==> src/rtl/dmem_bus_bridge.sv <==
// Bridges the core's single-cycle M-stage data access onto a held req/ack bus
// with variable latency, stalling the pipeline and aborting stuck transactions.
module dmem_bus_bridge #(
  parameter int unsigned TIMEOUT   = 255,
  parameter logic [31:0] ERR_RDATA = 32'h0000_0000
) (
  input  logic        clk,
  input  logic        rst,
  input  logic        memreadM,
  input  logic        memwriteM,
  input  logic [31:0] aluoutM,
  input  logic [31:0] writedataM,
  input  logic [3:0]  selectM,
  output logic [31:0] readdataM,
  input  logic        cpu_stall_i,
  input  logic        flush_i,
  output logic        stall_o,
  output logic        bus_req,
  output logic        bus_wr,
  output logic [31:0] bus_addr,
  output logic [31:0] bus_wdata,
  output logic [3:0]  bus_wstrb,
  output logic [1:0]  bus_size,
  input  logic        bus_ack,
  input  logic [31:0] bus_rdata,
  output logic        bus_err_o
);

  localparam int unsigned CW = (TIMEOUT < 1) ? 1 : $clog2(TIMEOUT + 1);
  localparam logic [CW-1:0] TMAX = CW'(TIMEOUT);

  typedef enum logic [1:0] {
    sIdle,
    sReq,
    sDone
  } stateT;

  stateT         state;
  stateT         stateNext;
  logic [CW-1:0] cnt;
  logic          flushed;
  logic          go;
  logic          issue;
  logic          finish;
  logic          abort;
  logic [1:0]    sizeSel;

  always_comb begin
    case (selectM)
      4'b1111:                            sizeSel = 2'd2;
      4'b0011, 4'b1100:                   sizeSel = 2'd1;
      4'b0001, 4'b0010, 4'b0100, 4'b1000: sizeSel = 2'd0;
      default:                            sizeSel = 2'd2;
    endcase
  end

  always_comb begin
    go        = (memreadM | memwriteM) & (selectM != '0) & ~flush_i;
    stateNext = state;
    stall_o   = 1'b0;
    issue     = 1'b0;
    finish    = 1'b0;
    abort     = 1'b0;
    case (state)
      sIdle: begin
        stall_o = go;
        if (go) begin
          stateNext = sReq;
          issue     = 1'b1;
        end
      end
      sReq: begin
        stall_o = 1'b1;
        if (bus_ack) begin
          finish = 1'b1;
        end else if (cnt == TMAX) begin
          finish = 1'b1;
          abort  = 1'b1;
        end
        // A flush seen at any point of the transaction, including the
        // completing cycle, kills the instruction: skip DONE entirely.
        if (finish) begin
          stateNext = (flushed | flush_i) ? sIdle : sDone;
        end
      end
      sDone: begin
        if (!cpu_stall_i) begin
          stateNext = sIdle;
        end
      end
      default: stateNext = sIdle;
    endcase
    if (!rst) begin
      stall_o = 1'b0;
    end
  end

  always_ff @(posedge clk) begin
    if (!rst) begin
      state     <= sIdle;
      cnt       <= '0;
      flushed   <= 1'b0;
      bus_req   <= 1'b0;
      bus_wr    <= 1'b0;
      bus_addr  <= '0;
      bus_wdata <= '0;
      bus_wstrb <= '0;
      bus_size  <= '0;
      bus_err_o <= 1'b0;
      readdataM <= '0;
    end else begin
      state     <= stateNext;
      bus_err_o <= abort;
      if (issue) begin
        bus_req   <= 1'b1;
        bus_wr    <= memwriteM;
        bus_addr  <= aluoutM;
        bus_wdata <= writedataM;
        bus_wstrb <= memwriteM ? selectM : '0;
        bus_size  <= sizeSel;
        cnt       <= '0;
        flushed   <= 1'b0;
      end else if (state == sReq) begin
        if (flush_i) begin
          flushed <= 1'b1;
        end
        if (finish) begin
          bus_req <= 1'b0;
          if (!bus_wr && !(flushed | flush_i)) begin
            readdataM <= abort ? ERR_RDATA : bus_rdata;
          end
        end else begin
          cnt <= cnt + 1'b1;
        end
      end
    end
  end

endmodule

==> config.mk <==
export PLATFORM = sky130hd
export DESIGN_NAME = dmem_bus_bridge
export DESIGN_NICKNAME = d
export VERILOG_FILES = /design/src/rtl/dmem_bus_bridge.sv
export SDC_FILE = /design/constraint.sdc
export NUM_CORES = 1
export LEC_CHECK = 0
export CELL_PAD_IN_SITES_DETAIL_PLACEMENT = 0
export CELL_PAD_IN_SITES_GLOBAL_PLACEMENT = 1
export CORE_MARGIN = 2
export CORE_UTILIZATION = 32
export CTS_BUF_LIST = sky130_fd_sc_hd__clkbuf_8
export DETAILED_ROUTE_END_ITERATION = 10
export PLACE_DENSITY_LB_ADDON = 0.1
export SYNTH_ARGS = -nofsm -noshare
export SYNTH_HDL_FRONTEND = slang
export SYNTH_SLANG_ARGS = --single-unit
==> constraint.sdc <==
create_clock -name clk -period 4.43 [get_ports clk]
set_clock_uncertainty 0.15 [all_clocks]
set_input_delay 1.329 -clock clk [delete_from_list [all_inputs] [get_ports clk]]
set_output_delay 1.329 -clock clk [all_outputs]
set_load 0.01 [all_outputs]
==> results.md <==
- The clock reaches the later pin of the worst-skew pair after 430 ps.
- The total iterations of the first detailed-routing run is 5.
- The count of buffers added on input and output ports is 212.
- The most frequent cell on the critical path is nor2_1.
- The global routing usage on met3 is 7.72%.
- The HPWL after detailed placement is 8780 µm.
- The starting density of the core is 32.3%.
- The top-level port count is 213.
- Data arrives at the worst endpoint at 2540 ps.
- The worst hold path startpoint is bus_wdata[13].
- After Yosys synthesis, XOR and XNOR cells account for 0.790% of the synthesized area.
- Yosys attributes the largest share of cell area to dfxtp_1 52%, nand2_1 14%, a21oi_1 12%.
- The maximum fanout count along the critical path is 2.
- The area share of the leading cell type in the synthesized netlist is 52.4%.
- Yosys mapped a number of flops with a built-in enable equal to 0.
- The remaining routing DRC violations is 0.
- The utilization after layout is 51.6%.
- The maximum cell stage delay along the critical path is 460 ps.
- Summed over all layers, the routed wires come to 13100 µm.
- After technology mapping, the gate count stands at 529.
- The compound-cell area share of the yosys netlist is 20.7%.
- For this run, the top clock speed supported by timing is 0.249 GHz.
- Before CTS, the worst setup slack after placement is 43.1 ps.
- Across the VDD grid, the largest voltage drop is 0.000156 V.
- The CTS tree is done.
- The tool flagged a number of max-cap violations equal to 0.
- The flow ran to the end, and the final reports show no timing, DRC or antenna violations.
- The repair_antennas step left the layout with diodes totalling 0.
- The area of the mapped netlist is 0.00443 mm².
- The switching power total is 0.598 mW.
- Dividing the synthesized area by the synthesized cell count gives 8.38 µm².
- At the pin with the least slew margin, the transition time is 1270 ps.
- The type of origin of the critical path is an input port.
- The number of nets in the layout is 844.
- The adder and majority gate portion of the synthesized area is 0.282%.
- The synthesized design contains 116 register bits.
- Of all flip-flops after synthesis, the portion carrying an async set or reset was 0%.
- The cell sitting at the root of the clock tree is a clkbuf_8.
- In this run the static leakage power is 2.63 nW.
- After detailed routing, the number of vias per cell comes to 4.78.
- The fraction of final layout cells with drive strength greater than 1 is 9.36%.
- Counting distinct cell types in the post-synthesis netlist gives 42.
- Clock-pin slew was measured on the worst setup and hold paths at 60 ps.
- The number of rows created at floorplan is 43.
- Measured against its own limit, the worst slew margin works out to 15.2%.
- The number of cells upsized or downsized after cts is 0.
- The detailed router finished its first iteration with 200 violations.
- By startpoint and endpoint, the worst setup path is classified as in -> out.
- Once layout is done, the placed cells without fillers occupy 0.00708 mm².
- The minimum period implied by the final worst setup slack is 4020 ps.
- Across every metal layer, demand over resource in global routing totals 17.6%.
- The total power after layout is 2.41 mW.
- Post-CTS timing repair inserted 0 buffers for setup.
- The cell with the biggest individual delay on the critical path is clkdlybuf4s50_1.
- The first global-routing pass estimated 20400 µm of wire.
- The final count of pins violating max slew was 0.
- Dividing the detail-routed wire length by the instance count gives 14.1 µm.
- The worst register-to-register path ends at readdataM[25].
- The total number of vias is 4437.
- The CTS buffer count is 17.
- The number of hold violations in the final report is 0.
- The final critical path takes up 90.8% of the cycle.
- Setup repair after global routing left no endpoint under its margin.
- The total area inside the core boundary comes to 0.0137 mm².
- The predominant post-synthesis flop cell is dfxtp_1.
- The main combinational cell family by area after synthesis is simple AND/OR/NAND/NOR gates.
- Of the total power, combinational logic draws 15.7%.
- The largest net degree at the start of global routing is 74.
- The via count of the first global-routing pass is 4177.
- The internal portion of the total power is 1.81 mW.
- The worst-case hold path end point is bus_wdata[13].
- The number of warnings issued by yosys is 0.
- Of all cell types, the one taking the most synthesized area is dfxtp_1.
- The die covers 0.0148 mm².
- The synthesis-to-layout area growth is 59.8%.
- The worst hold path stage count is 2.
- Power spread over the standard cell area amounts to 340 mW/mm².
- The worst reg2reg path startpoint is cnt[0].
- The number of antenna-violating nets in the routed design is 0.
- The total global routing overflow is 0.
- The worst-case hold slack is 303 ps.
- The initial antenna violation count is 0.
- The critical path goes through clkdlybuf4s50_1, nor4_4, nor2_1, nor2_1, nor3_1, dlymetal6s2s_1.
- The die outline width is 122 µm.
- After detailed placement, the design holds a cell count of 897.
- The worst hold path class is reg -> reg.
- The number of clock sinks is 116.
- The worst reg-to-reg path cell count is 5.
- Routability-driven placement finished with a final weighted congestion of 0.760.
- The setup slack of the most critical reg-to-reg path is 2030 ps.
- The setup violation total in the final timing report is 0.
- Of the total power, the clock network draws 37.9%.
- The worst setup path is captured at an output pin.
- In this run the worst setup path begins at selectM[1].
- Leaving out fill and tap cells, the most frequent cell in the layout is clkdlybuf4s50_1.
- Of the synthesized area, sequential elements account for 52.4%.
- Counting the fill cells in the layout gives 1363.
- The area after detailed placement is 0.00671 mm².
- The number of standard cells in the final layout excluding fillers is 928.
- In the layout the commonest cells are 211 x clkdlybuf4s50_1, 169 x nand2_1, 116 x dfxtp_1.
- The hold buffer count at cts is 0.
- The simple-gate share of the synthesized area is 21.0%.
- The share of total power dissipated in sequential elements is 46.4%.
- Once routing completed, OpenROAD measured the worst setup slack at 408 ps.
- The clock passes through at most 2 buffers.
- The accumulated negative setup slack is 0 ps.
- At the worst endpoint, the required time is 2950 ps.
- The most congested layer reported by global routing is met2.
- Global routing used 21.3% of the available met1 tracks.
- The count of H-tree levels built during CTS is 4.
- In this run the vertical extent of the chip is 122 µm.
- The net count after synthesis is 637.
- In this run switching power makes up 24.8% of total power.
- The portion of synthesized area spent on multiplexers is 0.226%.
- The met2 track demand over resource in global routing is 28.3%.
-- flip-flops by register name, indices dropped and copies added (netlist names) --
| register | count |
|---|---|
| bus_addr | 32 |
| bus_wdata | 32 |
| readdataM | 32 |
| cnt | 8 |
| bus_wstrb | 4 |
| bus_size | 2 |
| state | 2 |
| bus_err_o | 1 |
| bus_req | 1 |
| bus_wr | 1 |
| flushed | 1 |
-- area by class of cell --
| class | instances | area [µm²] | area share (%) |
|---|---|---|---|
| repair buffers | 229 | 2250 | 31.8 |
| flip-flops and latches | 116 | 2320 | 32.8 |
| clock inverters | 12 | 101 | 1.43 |
| inverters | 1 | 3.75 | 0.0530 |
| clock buffers | 19 | 262 | 3.69 |
| multi-input cells | 371 | 1920 | 27.0 |
| well taps | 180 | 225 | 3.18 |
-- per-layer routing --
metal  vias to the layer above  share of wire [%]
li1                       2215                  -
met1                      2067                 43
met4                         0               0.95
met2                       144                 46
met3                        11                9.5
met5                         -                  0
-- power groups by stage --
| stage | Sequential [mW] | Combinational (mW) | Clock (mW) |
|---|---|---|---|
| 6_report | 1.12 | 0.378 | 0.911 |
| 5_1_grt | 1.12 | 0.412 | 0.990 |
| 4_1_cts | 1.12 | 0.382 | 0.946 |
| 3_5_place_dp | 1.14 | 0.381 | 0 |
| 3_3_place_gp | 1.14 | 0.378 | 0 |
| 2_1_floorplan | 1.16 | 0.131 | 0 |
-- cells in the mapped netlist (2+ instances only) --
master,count
nor3_1,2
o211ai_1,2
nor2_1,14
clkbuf_1,25
a31o_1,13
nand3_1,8
buf_2,11
a31o_2,19
o21ai_0,2
nand2_1,169
nor4_4,2
nand4_1,3
dfxtp_1,116
o31ai_1,2
and2_1,2
a21oi_1,105
and3_1,3
xor2_1,4
buf_6,4
-- critical path: cells and delay by family --
kind	cells	cell delay, ps
simple gates	4	550
buf+inv	2	660
-- kinds of logic (layout without fill, tap and decap cells) --
kind of cell               Yosys count  after routing
AOI/OAI and AO/OA                  151            151
xor gates and xnor gates             4              4
adders and majority gates            1              1
buffers and inverters               42            261
DFF                                116            116
muxes                                1              1
and+or+nand+nor                    214            214
-- how the worst max path moves through the flow --
stage / end / cells past startpoint
after floorplan: stall_o / 4
after global placement: stall_o / 6
after detailed placement: stall_o / 6
after CTS: stall_o / 6
after global routing: stall_o / 6
final: stall_o / 6
(Power assumes the default switching activity.)
